$ cat config.mk
export PLATFORM = sky130hd
export DESIGN_NAME = fetch_unit
export DESIGN_NICKNAME = d
export VERILOG_FILES = /design/src/rtl/fetch_unit.sv
export SDC_FILE = /design/constraint.sdc
export NUM_CORES = 1
export LEC_CHECK = 0
export CAP_MARGIN = 30
export CORE_MARGIN = 1.5
export CORE_UTILIZATION = 49
export CTS_BUF_LIST = sky130_fd_sc_hd__clkbuf_8 sky130_fd_sc_hd__clkbuf_16
export CTS_CLUSTER_SIZE = 24
export DETAILED_ROUTE_END_ITERATION = 10
export PLACE_DENSITY = 0.9
export SLEW_MARGIN = 20
export SYNTH_ARGS = -nofsm -noshare
export SYNTH_HDL_FRONTEND = slang
export SYNTH_SLANG_ARGS = --single-unit
$ cat constraint.sdc
create_clock -name clk -period 6 [get_ports clk]
set_input_delay 1.8 -clock clk [delete_from_list [all_inputs] [get_ports clk]]
set_output_delay 1.8 -clock clk [all_outputs]
set_load 0.02 [all_outputs]
$ cat src/rtl/fetch_unit.sv
// fetch_unit: instruction fetch front end with an in-order request/response memory port
//   and a small {pc, inst} buffer feeding the IF register.
// Build option: define FETCH_PREFETCH_EN for a 2-deep buffer (back-to-back fetch);
//   left undefined, one instruction is either in flight or buffered.
// Ports:
//   clk, rst (async, active-high)
//   stall                   hold the head instruction
//   redirect, redirect_pc   taken branch/jump; flushes the buffer and refetches
//   imem_req/addr/gnt       request channel (accepted when req & gnt)
//   imem_rvalid/rdata       in-order response channel
//   PC_out/inst_out/inst_valid  head of the buffer (NOP_INST when empty)
module fetch_unit #(
   parameter logic [31:0] RESET_PC = 32'h0000_0000,
   parameter logic [31:0] NOP_INST = 32'h0000_0013
) (
   input  logic        clk,
   input  logic        rst,
   input  logic        stall,
   input  logic        redirect,
   input  logic [31:0] redirect_pc,
   output logic        imem_req,
   output logic [31:0] imem_addr,
   input  logic        imem_gnt,
   input  logic        imem_rvalid,
   input  logic [31:0] imem_rdata,
   output logic [31:0] PC_out,
   output logic [31:0] inst_out,
   output logic        inst_valid
);
`ifdef FETCH_PREFETCH_EN
   localparam int D = 2;
`else
   localparam int D = 1;
`endif
   localparam logic [1:0] DL = 2'(D);
   typedef enum logic [1:0] {BOOT, RUN, FLUSH} state_t;
   state_t state_q, state_d;
   logic [31:0] fetch_pc_q, fetch_pc_d;
   logic [1:0] out_q, out_d, drop_q, drop_d, occ_q, occ_d, live;
   logic [31:0] pcq_q [D];
   logic [31:0] pcq_d [D];
   logic [31:0] fpc_q [D];
   logic [31:0] fpc_d [D];
   logic [31:0] finst_q [D];
   logic [31:0] finst_d [D];
   logic pop, credit, grant, rv, stale_rv, live_rv, push, unused;
   always_comb begin
      inst_valid = occ_q != 2'd0;
      PC_out = inst_valid ? fpc_q[0] : fetch_pc_q;
      inst_out = inst_valid ? finst_q[0] : NOP_INST;
      imem_addr = fetch_pc_q;
      pop = inst_valid && !stall && !redirect;
`ifdef FETCH_PREFETCH_EN
      // the slot vacated by this cycle's pop can already be reissued
      credit = pop;
`else
      credit = 1'b0;
`endif
      imem_req = state_q == RUN && out_q + occ_q - {1'b0, credit} < DL;
      grant = imem_req && imem_gnt;
      rv = imem_rvalid && out_q != 2'd0;
      stale_rv = rv && drop_q != 2'd0;
      live_rv = rv && drop_q == 2'd0;
      push = live_rv && !redirect;
      // pc queue holds only the requests whose responses are still wanted
      live = out_q - drop_q;
      unused = ^redirect_pc[1:0];
      pcq_d = pcq_q;
      fpc_d = fpc_q;
      finst_d = finst_q;
      if (live_rv)
         for (int i = 0; i < D - 1; i++) pcq_d[i] = pcq_q[i + 1];
      for (int i = 0; i < D; i++)
         if (grant && i == int'(live - {1'b0, live_rv})) pcq_d[i] = fetch_pc_q;
      if (pop)
         for (int i = 0; i < D - 1; i++) begin
            fpc_d[i] = fpc_q[i + 1];
            finst_d[i] = finst_q[i + 1];
         end
      for (int i = 0; i < D; i++)
         if (push && i == int'(occ_q - {1'b0, pop})) begin
            fpc_d[i] = pcq_q[0];
            finst_d[i] = imem_rdata;
         end
      occ_d = redirect ? 2'd0 : occ_q + {1'b0, push} - {1'b0, pop};
      out_d = out_q + {1'b0, grant} - {1'b0, rv};
      // on redirect everything still in flight after this edge is stale
      drop_d = redirect ? out_d : drop_q - {1'b0, stale_rv};
      fetch_pc_d = redirect ? {redirect_pc[31:2], 2'b00} : grant ? fetch_pc_q + 32'd4 : fetch_pc_q;
      state_d = redirect ? (out_d != 2'd0 ? FLUSH : RUN) :
                state_q == BOOT ? RUN :
                state_q == FLUSH && drop_d == 2'd0 ? RUN : state_q;
   end
   always_ff @(posedge clk or posedge rst) begin
      if (rst) begin
         state_q <= BOOT;
         fetch_pc_q <= RESET_PC;
         out_q <= 2'd0;
         drop_q <= 2'd0;
         occ_q <= 2'd0;
         for (int i = 0; i < D; i++) begin
            pcq_q[i] <= '0;
            fpc_q[i] <= '0;
            finst_q[i] <= '0;
         end
      end else begin
         state_q <= state_d;
         fetch_pc_q <= fetch_pc_d;
         out_q <= out_d;
         drop_q <= drop_d;
         occ_q <= occ_d;
         pcq_q <= pcq_d;
         fpc_q <= fpc_d;
         finst_q <= finst_d;
      end
   end
endmodule

Yosys cells after proc, flatten, opt, wreduce, memory -nomap -nowiden
Cells that the tools add are included.
{"block": "word_totals", "register_bits": 136, "latchBits": 0, "mem_bits_rw": 0, "rom_bits": 0, "input_bits": 70, "output_inout_bits": 98, "memories": 0}
{"block": "op_classes", "n_addsub": 10, "multipliers": 0, "div": 0, "order_cmp": 1, "eq_ne": 2, "n_shift": 0, "mux": 10, "bitwise_logic": 0, "reduce_logical": 24}
{"operator": "$mux 32", "count": 4}
{"operator": "$logic_not 32->1", "count": 2}
{"operator": "$add 32x3->32 const B", "count": 1}
{"operator": "$mux 2", "count": 6}
{"operator": "$logic_and 1x1->1", "count": 11}
{"operator": "$reduce_bool 2->1", "count": 5}
{"operator": "$logic_not 2->1", "count": 3}
{"operator": "$sub 2x1->2", "count": 3}
{"operator": "$sub 2x1->3", "count": 2}
{"operator": "$add 2x1->2", "count": 2}
{"operator": "$reduce_bool 3->1", "count": 1}
{"operator": "$add 2x2->2", "count": 1}
{"operator": "$eq 2x1->1 const B", "count": 1}
{"operator": "$eq 2x2->1 const B", "count": 1}
{"operator": "$logic_not 1->1", "count": 2}
{"operator": "$lt 2x1->1 const B", "count": 1}
{"operator": "$sub 2x2->2", "count": 1}

Logic depth before layout (Yosys ltp)
Gate-level depths: netlist of the first run.
{"block": "depth", "word_depth": 12, "depth_mapped": 10}

Worst setup path before layout of the first run
OpenSTA, ideal clock, no wires.
{"block": "synth_path", "kind": "register to output", "from": "register occ_q[1]", "to": "output PC_out[13]", "arrival_ns": 1.896, "required_ns": 4.200, "path_slack_ns": 2.304, "path_stages_with_launch": 6, "n_path_buf": 2, "cell_sequence": "dfrtp_1 > clkbuf_2 > nor2_1 > clkbuf_1 > inv_1 > o21ai_0"}
{"block": "synth_via", "elab_chain_len": 2}
{"item": "from (decl)", "line_no": "39", "source": "logic [1:0] out_q, out_d, drop_q, drop_d, occ_q, occ_d, live;"}
{"item": "from (signal assigned)", "line_no": "100", "source": "occ_q <= 2'd0;"}
{"item": "from (signal assigned)", "line_no": "111", "source": "occ_q <= occ_d;"}
{"item": "$reduce_bool 2->1", "line_no": "48", "source": "inst_valid = occ_q != 2'd0;"}
{"item": "named net inst_valid", "line_no": "28", "source": "output logic inst_valid"}
{"item": "$mux 32", "line_no": "49", "source": "PC_out = inst_valid ? fpc_q[0] : fetch_pc_q;"}
{"item": "to (decl)", "line_no": "26", "source": "output logic [31:0] PC_out,"}
The timed path passes the listed nets, and every way through them passes these cells.

Worst setup path after layout of the first run
{"block": "layout_path", "from": "register occ_q[1]", "to": "output PC_out[4]"}
{"block": "layout_via", "elab_chain_len": 2}
{"item": "$reduce_bool 2->1", "line_no": "48"}
{"item": "$mux 32", "line_no": "49"}
Every way passes these cells.

==> results.json, run 1 <==
{
  "ys_seq_area_share_pct": 50.1,
  "worst_slew_pin_slew_ps": 908,
  "skew_ps": 7.72,
  "p_leak_nw": 3.68,
  "drive_above_1_share_pct": 22.5,
  "yosysTopAreaCell": "dfrtp_1",
  "gp_congestion": 0.876,
  "die_area_um2": 13900,
  "cp_max_fo": 27,
  "synth_ff_type": "dfrtp_1",
  "num_antenna_cells": 0,
  "cts_setup_buffers": 0,
  "end_kind": "output pin",
  "dp_hpwl_um": 10700,
  "final.setup.tns_ps": 0,
  "pwr_density_cell_nw_per_um2": 402,
  "nets": 784,
  "track_usage_pct": 22.8,
  "start_util_pct": 50.8,
  "core_um2": 12800,
  "layout_setup_ws_ps": 1310,
  "root_buffer": "clkbuf_16",
  "ctsHoldBuffers": 0,
  "crit_type": "flip-flop to output pin",
  "path_cells": "nor2_4 > buf_4 > mux2_2 > clkdlybuf4s50_1",
  "power_mw": 3.54,
  "clk_path_buf_depth": 2,
  "grt_max_degree": 101,
  "clkSlewWorstSetupHoldPaths_ps": 50,
  "grt_pass1_vias": 5075,
  "status": "completed",
  "rsz0062_at_grt": "false",
  "antenna_found_initial": 0,
  "fmax_ghz": 0.213,
  "ys_ff_latch": 130,
  "relSlewSlack_pct": 39.3,
  "port_buffers": 161,
  "clockPowerShare_pct": 28.0,
  "p_sw_share_pct": 29.7,
  "wl_um": 15600,
  "die_w_um": 118,
  "drt_iter0_drc": 457,
  "cpPeakStageDelay_ps": 700,
  "period_minus_slack_ps": 4690,
  "crit_arrival_ps": 2890,
  "hold_viol": 0,
  "h-tree-depth": 4,
  "overflow": 0,
  "insertion_delay_ps": 410,
  "dp_slack_ps": 1360,
  "power_switching_mw": 1.05,
  "rows": 41,
  "path_buf_inv": 2,
  "filler_cell_count": 915,
  "intPower_mw": 2.49,
  "vias": 5054,
  "cts-resized-gates": 0,
  "maxCapViolCount": 0,
  "pwr-share-seq_pct": 39.9,
  "netlist_area_um2": 6490,
  "syn_to_final_growth_pct": 35.5,
  "hp-class": "flip-flop to flip-flop",
  "ios": 168,
  "cts_buffers": 17,
  "wl_per_cell_um": 17.5,
  "cts_sinks": 130,
  "period_share_pct": 78.1,
  "critPathRequiredTime_ps": 4200,
  "syn_inst": 550,
  "p_comb_share_pct": 32.1,
  "ys_top_cells_by_area": "dfrtp_1 (50%), mux2_2 (20%), nor2b_1 (3.4%)",
  "synth_top_area_share_pct": 50.1,
  "synth-async-reset-ratio_pct": 100,
  "synth_edf_count": 0,
  "drv_slew": 0,
  "avgSynthCellArea_um2": 11.8,
  "fp.dieH_um": 118,
  "crit_path_start_kind": "flip-flop",
  "cp_slowest_cell": "nor2_4",
  "viasPerCell": 5.69,
  "yosysWarnings": 0,
  "antenna_left": 0,
  "crit_family": "buffers and inverters",
  "grt_pass1_wl_um": 25400,
  "drc_errors": 0,
  "synth_cell_type_count": 50,
  "cts_tree": "yes",
  "setup_viol": 0,
  "first_pass_iters": 5,
  "ir_worst_vdd_mv": 0.232
}
## flip-flops by register name (all words and copies together), names as in the netlist
name / cells
drop_q: 2
state_q: 2
fpc_q: 30
out_q: 2
finst_q: 32
imem_addr: 30
occ_q: 2
pcq_q: 30
## per-stage QoR
step / hold slack [ps] / area [µm²] / util, % / cells
finish: 477 / 8790 / 68.8 / 888
CTS: 483 / 8750 / 68.5 / 886
global route: 502 / 8790 / 68.8 / 888
floorplan: 450 / 6500 / - / 553
detailed placement: 471 / 8190 / 64.1 / 857
global placement: 459 / 8190 / 64.1 / 857
## cell type report
cell class                 instances  area, µm²  share of cell area [%]
inverter                          10       42.5                   0.484
clock buffer                      18        439                    5.00
clock inverter                    11        125                    1.42
timing repair buffer             172       1720                    19.5
tap                              172        215                    2.45
sequential                       130       3250                    37.0
multi-input combinational        375       3000                    34.1
## routing by layer
metal	GRT usage, %	part of all wire, %	routed length, µm	vias to the layer above
met5	0	0	0	-
li1	-	-	-	2297
met4	10.1	2.3	354	0
met2	38.4	51	7880	238
met3	4.89	6.2	962	26
met1	28.0	41	6350	2493
## power by group through the flow
stage / combinational, mW / sequential (mW) / clock, mW
3_5_place_dp: 1.14 / 1.42 / 0
6_report: 1.13 / 1.41 / 0.990
5_1_grt: 1.23 / 1.45 / 1.05
4_1_cts: 1.15 / 1.41 / 1.00
3_3_place_gp: 1.09 / 1.39 / 0
2_1_floorplan: 0.765 / 1.37 / 0
## path summary, 6_finish.rpt
path                       slack (ps)  depth (start not counted)  startpoint    endpoint
setup / recovery                 1310                          4    occ_q[1]   PC_out[4]
hold / removal                    480                          1  finst_q[3]  finst_q[3]
setup reg to reg                 2950                          6    out_q[0]   pcq_q[15]
hold reg to reg                   480                          1  finst_q[3]  finst_q[3]
max in group asynchronous        3210                          4         rst   pcq_q[15]
min in group asynchronous        1700                          2         rst   fpc_q[22]
## kinds of logic (layout without fill, tap and decap cells)
| kind of cell | after synthesis | in the layout | synth area share, % |
|---|---|---|---|
| muxes | 122 | 122 | 21.2 |
| other | 1 | 4 | 0.0578 |
| adders and majority gates | 8 | 8 | 1.54 |
| xor gates and xnor gates | 13 | 13 | 1.99 |
| and+or+nand+nor | 166 | 166 | 14.4 |
| AOI/OAI and AO/OA | 62 | 62 | 6.62 |
| DFF | 130 | 130 | 50.1 |
| buffers and inverters | 48 | 211 | 4.05 |
## placed cells by master, fill, tap and decap left out, types with 14 or more instances in the layout
| cell type | Yosys | final |
|---|---|---|
| mux2_2 | 116 | 116 |
| a31oi_1 | 14 | 14 |
| clkdlybuf4s50_1 | 0 | 161 |
| dfrtp_1 | 130 | 130 |
| o21ai_0 | 15 | 15 |
| nand2_1 | 21 | 21 |
| nor2b_1 | 35 | 35 |
| clkbuf_16 | 0 | 17 |
| nor2_1 | 26 | 25 |
| or4_1 | 16 | 16 |
| nand3_1 | 25 | 25 |
## worst register-to-register path, stage by stage, from the launching register on
cell and delay (ps):
dfrtp_1 420, inv_1 70, ha_1 320, or4_1 550, a211oi_4 820, buf_4 390, mux2_2 370
## cell usage after synthesis, drive strengths merged, types with 2 or more instances
cell    count
inv        10
a221oi      3
a21boi      3
dfrtp     130
o31ai      12
or2         3
buf        23
ha          8
nor4b       2
nand4      13
o21ai      16
nor4        3
and2        2
a31oi      14
nand2      21
a211oi      2
nor2b      35
a21oi       3
nor3        3
o211ai      2
o311ai      2
or3         2
nand3      25
and4        6
or4        16
xnor2       9
mux2      121
nor2       26
xor2        3
clkbuf     15
and3        5
(Power assumes the default switching activity.)
==> inputs of run 2 (changes only) <==
Settings changed: CORE_UTILIZATION 49 to 45, PLACE_DENSITY 0.9 to 0.88.
Clock period 6 ns to 4.2 ns, I/O delays scaled along.
==> results.json, run 2 (synthesized netlist as in run 1, its figures left out) <==
{
  "drt_iter0_drc": 378,
  "die_w_um": 123,
  "wl_per_cell_um": 18.0,
  "top_register": "finst_q",
  "port_buffers": 161,
  "start_util_pct": 46.4,
  "p_leak_nw": 3.70,
  "wl_um": 16200,
  "antenna_found_initial": 0,
  "drv_slew": 0,
  "crit_path_start_kind": "flip-flop",
  "hold_path_end": "finst_q[3]",
  "cpPeakStageDelay_ps": 650,
  "h-tree-depth": 4,
  "crit_type": "flip-flop to output pin",
  "filler_cell_count": 1033,
  "hold_viol": 0,
  "clkSlewWorstSetupHoldPaths_ps": 50,
  "ctsHoldBuffers": 0,
  "clk_path_buf_depth": 2,
  "grt_pass1_wl_um": 25400,
  "dp_hpwl_um": 11000,
  "critPathRequiredTime_ps": 2940,
  "register_area_um2": 3250,
  "nets": 786,
  "reg2regPathDepth": 10,
  "period_share_pct": 89.0,
  "core_um2": 14000,
  "drive_above_1_share_pct": 22.6,
  "fmax_ghz": 0.267,
  "r2r_start": "occ_q[0]",
  "largest_reg_flops": 32,
  "maxCapViolCount": 0,
  "rows": 43,
  "crit_family": "buffers and inverters",
  "crit_arrival_ps": 2480,
  "fp.dieH_um": 123,
  "cts-resized-gates": 0,
  "skew_ps": 6.29,
  "insertion_delay_ps": 420,
  "cts_setup_buffers": 0,
  "layout_setup_ws_ps": 461,
  "overflow": 0,
  "hp-class": "flip-flop to flip-flop",
  "grt_pass1_vias": 5244,
  "cp_max_fo": 62,
  "cts_tree": "yes",
  "root_buffer": "clkbuf_16",
  "ir_worst_vdd_mv": 0.305,
  "drc_errors": 0,
  "dp_slack_ps": 605,
  "hold_ws_ps": 484,
  "first_pass_iters": 5,
  "gp_congestion": 0.837,
  "worst_slew_pin_slew_ps": 555,
  "antenna_left": 0,
  "viasPerCell": 5.67,
  "pwr_density_cell_nw_per_um2": 569,
  "final_cell_mix": "clkdlybuf4s50_1 (161), dfrtp_1 (130), mux2_2 (116)",
  "final_common_cell": "clkdlybuf4s50_1",
  "relSlewSlack_pct": 63.0,
  "r2r_end": "state_q[0]",
  "track_usage_pct": 21.9,
  "min_from": "finst_q[3]",
  "vias": 5102,
  "period_minus_slack_ps": 3740,
  "syn_to_final_growth_pct": 36.1,
  "cts_buffers": 17,
  "final.setup.tns_ps": 0,
  "rrSetupSlack_ps": 1480,
  "num_antenna_cells": 0,
  "rsz0062_at_grt": "false",
  "ios": 168,
  "grt_max_degree": 63,
  "status": "completed",
  "multi_input_area_um2": 3000,
  "setup_viol": 0,
  "cp_slowest_cell": "clkdlybuf4s50_1",
  "path_buf_inv": 3,
  "end_kind": "output pin",
  "cts_sinks": 130,
  "path_cells": "nor2_4 > buf_12 > inv_1 > o21ai_0 > clkdlybuf4s50_1",
  "min_path_cells": 1,
  "die_area_um2": 15100
}
[run 2: changes by cell type in the layout (fill, tap and decap cells not counted)]
cell / change
buf_12: +4
inv_1: +2
buf_16: -1
buf_6: -1
bufinv_16: -1
clkbuf_8: +1
clkinvlp_4: +1
inv_6: -1
[run 2: cell type report]
class / instances / share of cell area (%)
Tap cell: 180 / 2.55
Multi-Input combinational cell: 375 / 33.9
Inverter: 10 / 0.467
Clock inverter: 12 / 1.16
Timing Repair Buffer: 174 / 19.9
Clock buffer: 19 / 5.13
Sequential cell: 130 / 36.8
[run 2: metal layers]
metal | share of wire (%) | vias to the layer above | wire length [µm] | GRT usage [%]
met5 | 0 | - | 0 | 0
met4 | 2.8 | 0 | 456 | 11.9
met3 | 7.0 | 38 | 1130 | 4.57
met2 | 50 | 234 | 8050 | 36.6
met1 | 40 | 2511 | 6520 | 26.4
li1 | - | 2319 | - | -
[run 2: worst register-to-register path: stages, from the launching register on]
cell and delay (ps):
dfrtp_1 470, ha_1 320, and4bb_2 370, nand2_1 200, ha_1 330, inv_1 40
ha_1 180, xnor2_1 140, xnor2_1 160, o21ai_0 220, a21boi_0 220
[run 2: worst max-delay path by stage]
| stage | endpoint | cells after the start | startpoint | slack (ps) |
|---|---|---|---|---|
| floorplan | PC_out[13] | 5 | occ_q[1] | 1040 |
| global placement | state_q[0] | 10 | imem_gnt | 640 |
| detailed placement | state_q[0] | 10 | imem_gnt | 610 |
| CTS | PC_out[13] | 5 | occ_q[0] | 440 |
| global route | PC_out[13] | 5 | occ_q[1] | 280 |
| finish | PC_out[13] | 5 | occ_q[0] | 460 |
[run 2: power by group]
group          total [mW]  switching [mW]  internal, mW
registers            2.02           0.295          1.72
clock network        1.39           0.504         0.882
logic                1.63           0.711         0.915
[run 2: stage by stage]
stage / instance area, µm² / power, mW / std cells / util [%]
after floorplan: 6500 / 3.05 / 553 / -
after global placement: 8260 / 3.55 / 868 / 59.0
after CTS: 8810 / 5.08 / 899 / 63.0
final: 8830 / 5.03 / 900 / 63.1
after global routing: 8830 / 5.31 / 900 / 63.1
after detailed placement: 8260 / 3.67 / 868 / 59.0
